**config.mk**
```make
export PLATFORM = sky130hd
export DESIGN_NAME = idt_clk_prog_ctrl
export DESIGN_NICKNAME = d
export VERILOG_FILES = /design/src/rtl/idt_clk_prog_ctrl.sv
export SDC_FILE = /design/constraint.sdc
export NUM_CORES = 1
export LEC_CHECK = 0
export CAP_MARGIN = 20
export CORE_MARGIN = 2
export CORE_UTILIZATION = 50
export CTS_CLUSTER_SIZE = 28
export DETAILED_ROUTE_END_ITERATION = 7
export HOLD_SLACK_MARGIN = 0.02
export PLACE_DENSITY = 0.71
export SLEW_MARGIN = 20
export SYNTH_ARGS = -nofsm -noshare
export SYNTH_HDL_FRONTEND = slang
export SYNTH_SLANG_ARGS = --single-unit
```
**constraint.sdc**
```tcl
create_clock -name osc_clk -period 8.75 [get_ports osc_clk]
set_input_delay 1.3125 -clock osc_clk [delete_from_list [all_inputs] [get_ports osc_clk]]
set_output_delay 1.3125 -clock osc_clk [all_outputs]
set_load 0.01 [all_outputs]
```
**src/rtl/idt_clk_prog_ctrl.sv**
```systemverilog
// Purpose : serially loads the IDT clock synthesizer's 24-bit config word (sclk/data/strobe), then waits PLL settle and flags lock.
// Latency : accept (or START exit) to done = 50*CLK_DIV + LOCK_WAIT + 1 osc_clk cycles.
// Backpressure: cfg_ready low while busy; requests are not queued, the requester holds cfg_valid until accepted.
module idt_clk_prog_ctrl #(
    parameter int unsigned CLK_DIV     = 2,
    parameter int unsigned LOCK_WAIT   = 1000,
    parameter logic [23:0] DEFAULT_CFG = 24'h01_3808,
    parameter bit          AUTO_START  = 1'b1
) (
    input  logic        osc_clk,
    input  logic        osc_reset,
    input  logic        cfg_valid,
    input  logic [23:0] cfg_data,
    output logic        cfg_ready,
    output logic        busy,
    output logic        done,
    output logic        locked,
    output logic        idt_sclk,
    output logic        idt_data,
    output logic        idt_strobe
);

    typedef enum logic [2:0] {
        START,
        IDLE,
        SHIFT_LO,
        SHIFT_HI,
        GAP,
        STROBE,
        SETTLE
    } state_t;

    localparam state_t      RST_STATE   = AUTO_START ? START : IDLE;
    // Phase counter counts down to zero, so loading CLK_DIV-1 gives CLK_DIV cycles per phase.
    localparam logic [7:0]  PHASE_LOAD  = 8'(CLK_DIV - 1);
    // Settle counter runs LOCK_WAIT..0; the extra cycle is the hand-off into IDLE where done fires.
    localparam logic [19:0] SETTLE_LOAD = 20'(LOCK_WAIT);

    state_t      state_q, state_d;
    logic [23:0] shift_q, shift_d;
    logic [4:0]  idx_q, idx_d;
    logic [7:0]  phase_q, phase_d;
    logic [19:0] settle_q, settle_d;

    logic        done_d, locked_d, ready_d, busy_d;
    logic        sclk_d, data_d, strobe_d;

    // Next-state, datapath and next-output decode; outputs are computed from the next state so the registered pins line up with the state register.
    always_comb begin
        state_d  = state_q;
        shift_d  = shift_q;
        idx_d    = idx_q;
        phase_d  = phase_q;
        settle_d = settle_q;
        done_d   = 1'b0;
        locked_d = locked;

        unique case (state_q)
            START: begin
                shift_d = DEFAULT_CFG;
                idx_d   = 5'd23;
                phase_d = PHASE_LOAD;
                state_d = SHIFT_LO;
            end
            IDLE: begin
                if (cfg_valid && cfg_ready) begin
                    shift_d  = cfg_data;
                    idx_d    = 5'd23;
                    phase_d  = PHASE_LOAD;
                    locked_d = 1'b0;
                    state_d  = SHIFT_LO;
                end
            end
            SHIFT_LO: begin
                if (phase_q == 8'd0) begin
                    phase_d = PHASE_LOAD;
                    state_d = SHIFT_HI;
                end else begin
                    phase_d = phase_q - 8'd1;
                end
            end
            SHIFT_HI: begin
                if (phase_q == 8'd0) begin
                    phase_d = PHASE_LOAD;
                    if (idx_q == 5'd0) begin
                        state_d = GAP;
                    end else begin
                        idx_d   = idx_q - 5'd1;
                        state_d = SHIFT_LO;
                    end
                end else begin
                    phase_d = phase_q - 8'd1;
                end
            end
            GAP: begin
                if (phase_q == 8'd0) begin
                    phase_d = PHASE_LOAD;
                    state_d = STROBE;
                end else begin
                    phase_d = phase_q - 8'd1;
                end
            end
            STROBE: begin
                if (phase_q == 8'd0) begin
                    settle_d = SETTLE_LOAD;
                    state_d  = SETTLE;
                end else begin
                    phase_d = phase_q - 8'd1;
                end
            end
            SETTLE: begin
                if (settle_q == 20'd0) begin
                    done_d   = 1'b1;
                    locked_d = 1'b1;
                    state_d  = IDLE;
                end else begin
                    settle_d = settle_q - 20'd1;
                end
            end
            default: begin
                state_d = RST_STATE;
            end
        endcase

        sclk_d   = (state_d == SHIFT_HI);
        data_d   = ((state_d == SHIFT_LO) || (state_d == SHIFT_HI)) ? shift_d[idx_d] : 1'b0;
        strobe_d = (state_d == STROBE);
        busy_d   = (state_d != IDLE);
        ready_d  = (state_d == IDLE);
    end

    // State and datapath registers; reset abandons any sequence in flight.
    always_ff @(posedge osc_clk or posedge osc_reset) begin
        if (osc_reset) begin
            state_q  <= RST_STATE;
            shift_q  <= '0;
            idx_q    <= '0;
            phase_q  <= '0;
            settle_q <= '0;
        end else begin
            state_q  <= state_d;
            shift_q  <= shift_d;
            idx_q    <= idx_d;
            phase_q  <= phase_d;
            settle_q <= settle_d;
        end
    end

    // Output registers; reset drops every pin at once so no partial strobe can reach the synthesizer.
    always_ff @(posedge osc_clk or posedge osc_reset) begin
        if (osc_reset) begin
            cfg_ready  <= ~AUTO_START;
            busy       <= 1'b0;
            done       <= 1'b0;
            locked     <= 1'b0;
            idt_sclk   <= 1'b0;
            idt_data   <= 1'b0;
            idt_strobe <= 1'b0;
        end else begin
            cfg_ready  <= ready_d;
            busy       <= busy_d;
            done       <= done_d;
            locked     <= locked_d;
            idt_sclk   <= sclk_d;
            idt_data   <= data_d;
            idt_strobe <= strobe_d;
        end
    end

endmodule

```
==> impl_metrics.yaml <==
clocking:
  root_buffer: "clkbuf_8"
  htreeDepth: 3
  cts.repair.resized: 0
  clock_latency_ns: 0.35
  cts_sinks: 67
  clk_pin_slew_worst_paths_ns: 0.08
  holdBufCountCts: 0
  post-cts-setup-buffers: 0
  cts_tree: "built"
  clock_tree.buffer_depth: 2
  cts_buffers: 9
final_layout:
  final_cells: 504
  layout-drive-gt1-share: 0.0760
  final_util: 0.604
  n_fill_cell: 576
  seq_area_mm2: 0.00168
  nNetsFinal: 433
  num_antenna_cells: 0
  finish.instance_area_mm2: 0.00411
  syn2layout_area_growth_pct: 16.4
  multiInputGateArea_mm2: 0.00173
global_routing:
  antenna_found_initial: 0
  grtUsageTotal: 0.213
  overflow: 0
  grt_pass1_wl_mm: 12.7
  grt_pass1_vias: 2734
  grt_max_degree: 68
die:
  initial_core_util: 0.519
  die_h_um: 88.0
  top_level_ports: 34
  die-area_mm2: 0.00774
  core-area_mm2: 0.00679
  fp.dieW_um: 88.0
  rows: 30
logic_synthesis:
  yosys_warnings: 0
  syn_area_mm2: 0.00353
  syn_inst: 375
  syn_area_per_cell_um2: 9.40
  synth_seq_cells: 67
  synth_top_cell_area_share: 0.476
  seq_area_frac_synth: 0.476
  synth_area_leaders: "dfrtp_1 (48%), nand2_1 (5.0%), o21ai_0 (5.0%)"
  synth_nets: 405
  ys_types: 51
  synth_edf_count: 0
  yosys.area.top_type: "dfrtp_1"
  synthFlopType: "dfrtp_1"
  synthArstFlopShare: 1.00
timing:
  slew_headroom: 0.449
  finalHoldViolations: 0
  clock_skew_ns: 0.0105
  min_period_ns: 4.18
  worst_pin_slew_ns: 0.827
  fin_crit_sh: 0.478
  slew_viol_final: 0
  fmax_mhz: 239
  fin_setup_tns_ns: 0
  setup_viol: 0
  grt_setup_unrepaired: "false"
power_and_ir_drop:
  p_per_area_mw_per_mm2: 141
  power.leakage_nw: 1.88
  vdd_drop_max_v: 0.0000991
critical_path:
  endpoint_kind: "flip-flop"
  r2r_start: "state_q[0]"
  start_kind: "input port"
  cp_cell_sequence: "clkdlybuf4s50_1, nand2_1, nor2_1, buf_4, a22oi_1, o21ai_0, mux2i_1, mux4_2, or4b_1, o41ai_1"
  rr_worst_depth: 8
  max_stage_delay_ns: 0.52
  r2r-end: "idt_data"
  cp_data_required_time_ns: 8.97
  worstPathMaxFanout: 23
  ff2ff_setup_slack_ns: 5.24
  cp_data_arrival_time_ns: 4.40
  cpMaxStageDelayCell: "or4b_1"
  worst-setup-path-type: "in2reg"
placement:
  dp_hpwl_mm: 5.17
  post_dp_cell_area_mm2: 0.00391
  gp_congestion: 0.828
  dp_cells: 488
  io_buffer_count: 33
outcome:
  status: "complete, no violations"
route:
  drtPass1Iterations: 4
  wl_per_cell_um: 15.1
  vias: 2825
  vias_per_cell: 5.61
  drc: 0
  drt_iter0_drc: 174
  ant_nets: 0
  drt_wl_total_mm: 7.62
worst_hold_path:
  holdCritStartpoint: "locked"
  hold_path_depth: 1
  hold_path_class: "reg2reg"
  whs_endpoint: "locked"
job:
  cap_violations: 0
## worst max-delay path by stage
stage,from,to,slack (ns),cells after the start
after floorplan,cfg_valid,idt_data,5.29,9
final,cfg_valid,idt_data,4.57,10
after detailed placement,cfg_valid,idt_data,4.22,10
after global placement,cfg_valid,idt_data,4.38,10
after CTS,cfg_valid,idt_data,4.60,10
after global routing,cfg_valid,idt_data,4.45,10
## worst max-delay path, delay by kind of cell
family                 cells  cell delay [ns]
AND/OR/NAND/NOR            3             1.23
buffers and inverters      2             0.75
multiplexers               2             0.62
AO/OA/AOI/OAI              3             0.47
## cell families (layout without fill, tap and decap cells)
logic type,after synthesis,after routing,share of synthesized area
flip-flops,67,67,0.476
buffers and inverters,29,62,0.0341
AND/OR/NAND/NOR,142,142,0.198
multiplexers,16,16,0.0500
AO/OA/AOI/OAI,101,101,0.190
XOR/XNOR,17,17,0.0422
adder cells (fa/ha/maj),3,3,0.0106
## cell type report
class	count	share of cell area
Tap cell	96	0.0293
Inverter	11	0.0101
Timing Repair Buffer	35	0.0841
Clock inverter	7	0.0168
Clock buffer	9	0.0302
Multi-Input combinational cell	279	0.421
Sequential cell	67	0.408
## Yosys cell counts (3+ instances only)
library cell	n
nor4_1	5
mux2i_1	12
xnor2_1	8
o21ai_0	35
or4_1	5
and2_1	5
nand2b_1	5
dfrtp_1	67
xor2_1	9
nor3_1	8
o41ai_1	5
ha_1	3
o21a_1	3
clkbuf_1	16
nor2b_1	5
nor2_1	39
a22oi_1	19
mux2_2	3
inv_1	11
o22ai_1	6
nand3_1	9
a21oi_1	15
nand2_1	47
o31ai_1	3
## sequential cells by signal, indices dropped and copies added, names as in the netlist, 3 cells and up
| name | cells |
|---|---|
| shift_q | 24 |
| state_q | 3 |
| idx_q | 5 |
| phase_q | 8 |
| settle_q | 20 |
## cells in the final DEF, fill, tap and decap left out, types with 2 or more instances in the layout
cell / netlist / final
o31ai_1: 3 / 3
o21ai_0: 35 / 35
nand3_1: 9 / 9
nand2_1: 47 / 47
ha_1: 3 / 3
mux2_2: 3 / 3
nand3b_1: 2 / 2
o21a_1: 3 / 3
nand2b_1: 5 / 5
and3_1: 2 / 2
nor4_1: 5 / 5
mux2i_1: 12 / 12
inv_1: 11 / 10
o22ai_1: 6 / 6
a31oi_1: 2 / 2
nor2b_1: 5 / 5
and2_1: 5 / 5
a21oi_1: 15 / 15
clkinvlp_4: 0 / 2
or4_1: 5 / 5
o41ai_1: 5 / 5
nor2_1: 39 / 39
clkdlybuf4s50_1: 0 / 33
a21o_1: 2 / 2
clkinv_2: 0 / 3
nor3_1: 8 / 8
a22oi_1: 19 / 19
clkbuf_8: 0 / 9
buf_4: 0 / 2
xnor2_1: 8 / 8
or2_2: 2 / 2
dfrtp_1: 67 / 67
xor2_1: 9 / 9
## report_power, final
| part | switching, mW | leakage, nW | internal, mW |
|---|---|---|---|
| registers | 0 | 0.749 | 0.309 |
| logic | 0.00767 | 1.03 | 0.0105 |
| clock network | 0.121 | 0.0950 | 0.130 |
## per-layer routing
| layer | GRT usage | vias to the layer above | wire, um |
|---|---|---|---|
| met3 | 0.0584 | 7 | 277 |
| met1 | 0.293 | 1370 | 3750 |
| met4 | 0.0601 | 0 | 61 |
| met5 | 0 | - | 0 |
| li1 | - | 1394 | - |
| met2 | 0.332 | 54 | 3540 |
## metrics by stage
| step | hold WS [ns] | total power [mW] | setup slack, ns |
|---|---|---|---|
| floorplan | 0.472 | 0.320 | 5.29 |
| global placement | 0.477 | 0.335 | 4.38 |
| detailed placement | 0.485 | 0.334 | 4.22 |
| CTS | 0.503 | 0.586 | 4.60 |
| global route | 0.522 | 0.601 | 4.45 |
| finish | 0.493 | 0.579 | 4.57 |
(Power assumes the default switching activity.)
